`src/rtl/frame64_deser_pkg.sv`:
```
// Shared definitions for the 64-bit serial frame receiver: default bank geometry and
// FSM state codes.
package frame64_deser_pkg;

  localparam int unsigned NREG_DEF = 16;
  localparam int unsigned NBIT_DEF = 4;

  typedef enum logic [1:0] {
    StIdle = 2'd0,
    StRecv = 2'd1,
    StDone = 2'd2
  } state_e;

endpackage

```
`src/rtl/bitaddr_ctr.sv`:
```
// Bit-addressed position counter {rg_a, bit_a}: increments on en, synchronous clear on sclr,
// asynchronous clear on clr. Wraps naturally at the top of the frame.
module bitaddr_ctr
  import frame64_deser_pkg::*;
#(
  parameter int unsigned RG_W  = $clog2(NREG_DEF),
  parameter int unsigned BIT_W = $clog2(NBIT_DEF)
) (
  input  logic             tick,
  input  logic             clr,
  input  logic             en,
  input  logic             sclr,
  output logic [RG_W-1:0]  rg_a,
  output logic [BIT_W-1:0] bit_a
);

  localparam int unsigned W = RG_W + BIT_W;

  logic [W-1:0] pos_q, pos_d;

  always_comb begin
    pos_d = pos_q;
    if (sclr) begin
      pos_d = '0;
    end else if (en) begin
      pos_d = pos_q + W'(1);
    end
  end

  always_ff @(posedge tick or posedge clr) begin
    if (clr) begin
      pos_q <= '0;
    end else begin
      pos_q <= pos_d;
    end
  end

  assign {rg_a, bit_a} = pos_q;

endmodule

```
`src/rtl/frame64_deser.sv`:
```
// Serial-to-parallel frame receiver: assembles NREG*NBIT serial bits into nibbles and writes
// them into a register bank with a combinational read port.
module frame64_deser
  import frame64_deser_pkg::*;
#(
  parameter int unsigned NREG      = NREG_DEF,
  parameter int unsigned NBIT      = NBIT_DEF,
  parameter bit          LSB_FIRST = 1'b1,
  localparam int unsigned RG_W     = $clog2(NREG),
  localparam int unsigned BIT_W    = $clog2(NBIT)
) (
  input  logic            tick,
  input  logic            clr,
  input  logic            start,
  input  logic            abort,
  input  logic            sin,
  input  logic            sin_valid,
  input  logic [RG_W-1:0] rd_addr,
  output logic [NBIT-1:0] rd_data,
  output logic            busy,
  output logic            done,
  output logic            nib_wr,
  output logic [RG_W-1:0] nib_idx
);

  localparam logic [BIT_W-1:0] BIT_LAST = BIT_W'(NBIT - 1);
  localparam logic [RG_W-1:0]  RG_LAST  = RG_W'(NREG - 1);

  state_e state_q, state_d;

  logic [RG_W-1:0]  rg_a;
  logic [BIT_W-1:0] bit_a;
  logic [BIT_W-1:0] bit_pos;
  logic             accept, ctr_sclr, nib_last, frame_last, nib_wr_d;
  logic [NBIT-1:0]  shift_q, shift_d, nib_new;
  logic [NBIT-1:0]  bank_q [NREG];
  logic             nib_wr_q;
  logic [RG_W-1:0]  nib_idx_q;

  assign accept     = (state_q == StRecv) && sin_valid && !abort;
  assign ctr_sclr   = (state_q == StIdle) && start && !abort;
  assign nib_last   = (bit_a == BIT_LAST);
  assign frame_last = nib_last && (rg_a == RG_LAST);
  assign bit_pos    = LSB_FIRST ? bit_a : BIT_LAST - bit_a;
  assign nib_wr_d   = accept && nib_last;

  bitaddr_ctr #(
    .RG_W  (RG_W),
    .BIT_W (BIT_W)
  ) u_ctr (
    .tick  (tick),
    .clr   (clr),
    .en    (accept),
    .sclr  (ctr_sclr),
    .rg_a  (rg_a),
    .bit_a (bit_a)
  );

  // Completed nibble includes the bit arriving on this edge.
  always_comb begin
    nib_new          = shift_q;
    nib_new[bit_pos] = sin;
  end

  always_comb begin
    state_d = state_q;
    shift_d = shift_q;
    unique case (state_q)
      StIdle: begin
        if (start && !abort) begin
          state_d = StRecv;
          shift_d = '0;
        end
      end
      StRecv: begin
        if (abort) begin
          state_d = StIdle;
        end else if (sin_valid) begin
          shift_d = nib_last ? '0 : nib_new;
          if (frame_last) begin
            state_d = StDone;
          end
        end
      end
      StDone:  state_d = StIdle;
      default: state_d = StIdle;
    endcase
  end

  always_ff @(posedge tick or posedge clr) begin
    if (clr) begin
      state_q   <= StIdle;
      shift_q   <= '0;
      nib_wr_q  <= 1'b0;
      nib_idx_q <= '0;
    end else begin
      state_q  <= state_d;
      shift_q  <= shift_d;
      nib_wr_q <= nib_wr_d;
      if (nib_wr_d) begin
        nib_idx_q <= rg_a;
      end
    end
  end

  always_ff @(posedge tick or posedge clr) begin
    if (clr) begin
      bank_q <= '{default: '0};
    end else if (nib_wr_d) begin
      bank_q[rg_a] <= nib_new;
    end
  end

  assign rd_data = bank_q[rd_addr];
  assign busy    = (state_q == StRecv);
  assign done    = (state_q == StDone);
  assign nib_wr  = nib_wr_q;
  assign nib_idx = nib_idx_q;

endmodule

```
`config.mk`:
```
export PLATFORM = sky130hd
export DESIGN_NAME = frame64_deser
export DESIGN_NICKNAME = d
export VERILOG_FILES = /design/src/rtl/frame64_deser_pkg.sv /design/src/rtl/bitaddr_ctr.sv /design/src/rtl/frame64_deser.sv
export SDC_FILE = /design/constraint.sdc
export NUM_CORES = 1
export LEC_CHECK = 0
export CELL_PAD_IN_SITES_DETAIL_PLACEMENT = 2
export CELL_PAD_IN_SITES_GLOBAL_PLACEMENT = 2
export CORE_ASPECT_RATIO = 2
export CORE_MARGIN = 2
export CORE_UTILIZATION = 43
export CTS_CLUSTER_DIAMETER = 40
export DETAILED_ROUTE_END_ITERATION = 10
export GPL_TIMING_DRIVEN = 0
export PLACE_DENSITY = 0.87
export RECOVER_POWER = 25
export SLEW_MARGIN = 0
export SYNTH_ARGS = -nofsm -noshare
export SYNTH_HDL_FRONTEND = slang
export SYNTH_SLANG_ARGS = --single-unit
```
`constraint.sdc`:
```
create_clock -name tick -period 3.6 [get_ports tick]
set_input_delay 0.72 -clock tick [delete_from_list [all_inputs] [get_ports tick]]
set_output_delay 0.72 -clock tick [all_outputs]
set_load 0.02 [all_outputs]
```
==> out/results.ini <==
[worst_setup_path]
worst_ep_arrival_time_ns = 2.85
endpoint_kind = output port
cp_max_fo = 10
path_buf_inv = 3
cp_cell_sequence = clkbuf_1 > clkbuf_4 > mux4_2 > a22oi_1 > nand3_1 > clkdlybuf4s50_1
slowest_delay_ns = 0.56
cp.required_ns = 2.88
start_kind = input pin
critPathKind = in -> out
slowest_stage = clkdlybuf4s50_1
crit_family = buffers and inverters

[clocking]
cts_inserted_buffers = 9
root_buffer = clkbuf_16
cts.sinks = 81
cts_tree = yes
hold_buffers = 0
insertion_delay_ns = 0.34
clk_pin_slew_ns = 0.06
htree_levels = 3
clk_path_buf_depth = 2

[floorplanning]
start_util_pct = 44.1
dieWidth_um = 71.8
dieArea_um2 = 10000
core_area_um2 = 8950
die_h_um = 140
rows = 49
ios = 21

[timing]
clock_skew_ns = 0.00550
fin_crit_sh_pct = 99.0
tightest_slew_ns = 1.79
rsz0062_at_grt = no
setup_viol = 0
period_minus_slack_ns = 3.57
clock.fmax_mhz = 281
hold_viol = 0
drv_slew = 72
maxSlewHeadroom_pct = -19.4
tns_ns = 0

[yosys]
ys.warnings.count = 0
ys_seq_area_share_pct = 51.3
synth_top_family_by_area = multiplexers
synth_area_um2 = 3950
ys_top_cells_by_count = 81 x dfrtp_1, 67 x mux2_2, 16 x mux4_2, 14 x clkbuf_1
yosysTopAreaCell = dfrtp_1
synth_area_per_cell_um2 = 14.3
synth_compound_area_share_pct = 2.72
synth_top_area_share_pct = 51.3
synthDistinctLibCells = 36
syn_inst = 277
muxShareOfSynthArea_pct = 31.5
synth.area.top_cells = dfrtp_1 51%, mux2_2 19%, mux4_2 9.1%, mux2_4 3.0%, nor4_2 2.5%
synth-xor-area-share_pct = 0.222
synthSimpleGateAreaFrac_pct = 10.4
synth_ff_type = dfrtp_1
yosys.area_share.adder_pct = 1.27
synth_async_sr_flop_share_pct = 100
ys_ff_latch = 81
synth_nets = 291
yosysMostFrequentCell = dfrtp_1
synth-edff-count = 0

[finish]
diodes = 0
area_growth_pct = 16.1
fill_cells = 841
fin_util_pct = 51.3
drive_gt1_share_pct = 41.3
regArea_um2 = 2030
fin_nets = 321
multi_input_area_um2 = 1830

[routing]
ant_nets = 0
num_vias = 2465
drt-initial-drc-count = 129
dr.pass1.iters = 4
wirelength_mm = 10.8
drc = 0
wl_per_cell_um = 26.1
vias_per_cell = 5.95

[status]
violations = max-capacitance violations, max-slew violations
outcome = finished, violations left

[global_routing]
grt_start_max_net_pins = 72
grt_pass1_vias = 2944
grt_pass1_wl_mm = 17.4
antenna_found_initial = 0
gr-total-overflow = 0
grt.total_usage_pct = 23.9

[placed_design]
portBuffers = 18
dp_hpwl_mm = 7.49
gp_congestion = 0.788

[hold_path]
hp-class = reg -> reg

[job]
cap_viol_max_count = 1

[power_and_ir_drop]
powerDensity_nw_per_um2 = 450
fin_total_pwr_mw = 2.07
leakage_nw = 2.08
max-vdd-ir-drop_mv = 0.300

final timing paths:
kind | startpoint | to | slack [ns] | depth (start not counted)
max | rd_addr[1] | rd_data[2] | 0.03 | 6
min | bank_q[19] | bank_q[19] | 0.51 | 1
max reg2reg | u_ctr.pos_q[1] | bank_q[9] | 0.48 | 6
min reg2reg | bank_q[19] | bank_q[19] | 0.51 | 1
max in group asynchronous | clr | bank_q[38] | 0.70 | 3
min in group asynchronous | clr | bank_q[14] | 0.83 | 2
through the flow:
| stage | worst slack, ns | instances | hold WS [ns] | cell area (um2) |
|---|---|---|---|---|
| finish | 0.0350 | 414 | 0.508 | 4590 |
| global route | 0.0158 | 414 | 0.521 | 4590 |
| CTS | 0.00313 | 414 | 0.507 | 4610 |
| detailed placement | -0.440 | 398 | 0.494 | 4290 |
| global placement | -0.427 | 397 | 0.482 | 4260 |
| floorplan | 0.575 | 277 | 0.474 | 3950 |
cell families (layout without fill, tap and decap cells):
kind of cell,after synthesis,count (layout)
AOI/OAI and AO/OA,16,16
xor gates and xnor gates,1,1
adders and majority gates,4,4
buffers and inverters,23,58
DFF,81,81
muxes,92,92
and+or+nand+nor,60,60
cell type report:
type | count | area share (%)
Tap cell | 102 | 2.78
Inverter | 4 | 0.354
Sequential cell | 81 | 44.2
Buffer | 19 | 2.18
Multi-Input combinational cell | 173 | 39.8
Clock inverter | 4 | 1.12
Timing Repair Buffer | 19 | 4.03
Clock buffer | 12 | 5.59
routing by layer:
metal | part of all wire, % | wire [um] | track usage [%] | vias to the layer above
li1 | - | - | - | 1086
met1 | 38 | 4110 | 27.3 | 1316
met2 | 56 | 6040 | 41.8 | 41
met3 | 2.4 | 254 | 4.06 | 22
met4 | 3.7 | 396 | 11.9 | 0
met5 | 0 | 0 | 0 | -
power breakdown:
part	total [mW]	internal (mW)	switching (mW)
combinational	0.184	0.0600	0.124
clock	0.947	0.575	0.371
sequential	0.937	0.923	0.0135
total	2.07	1.56	0.508
flip-flops by register name, indices dropped and copies added (netlist names):
signal       flops
nib_wr           1
shift_q          4
u_ctr.pos_q      6
state_q          2
bank_q          64
nib_idx          4
timing repair:
item,4_1_cts,5_1_grt
endpoints found under the setup margin,4,2
setup buffers,0,0
gates cloned,0,0
gates resized for setup,5,2
layout by cell type, fill, tap and decap left out, drive strengths merged, types with 2 or more instances in the layout:
cell	synthesis	routed
dfrtp	81	81
mux2	75	75
clkbuf	14	26
clkdlybuf4s50	0	17
mux4	16	16
nor4	11	11
nand2	9	9
nand3	9	9
nor2b	7	7
or4	7	7
buf	5	6
nand2b	4	4
nor2	4	4
a21oi	4	4
ha	4	4
a22oi	4	4
inv	4	3
nor3	2	2
or2	2	2
o21ai	2	2
o31ai	2	2
or3b	2	2
clkinvlp	0	2
clkinv	0	2
No activity file was read; power rests on OpenSTA's default activity.
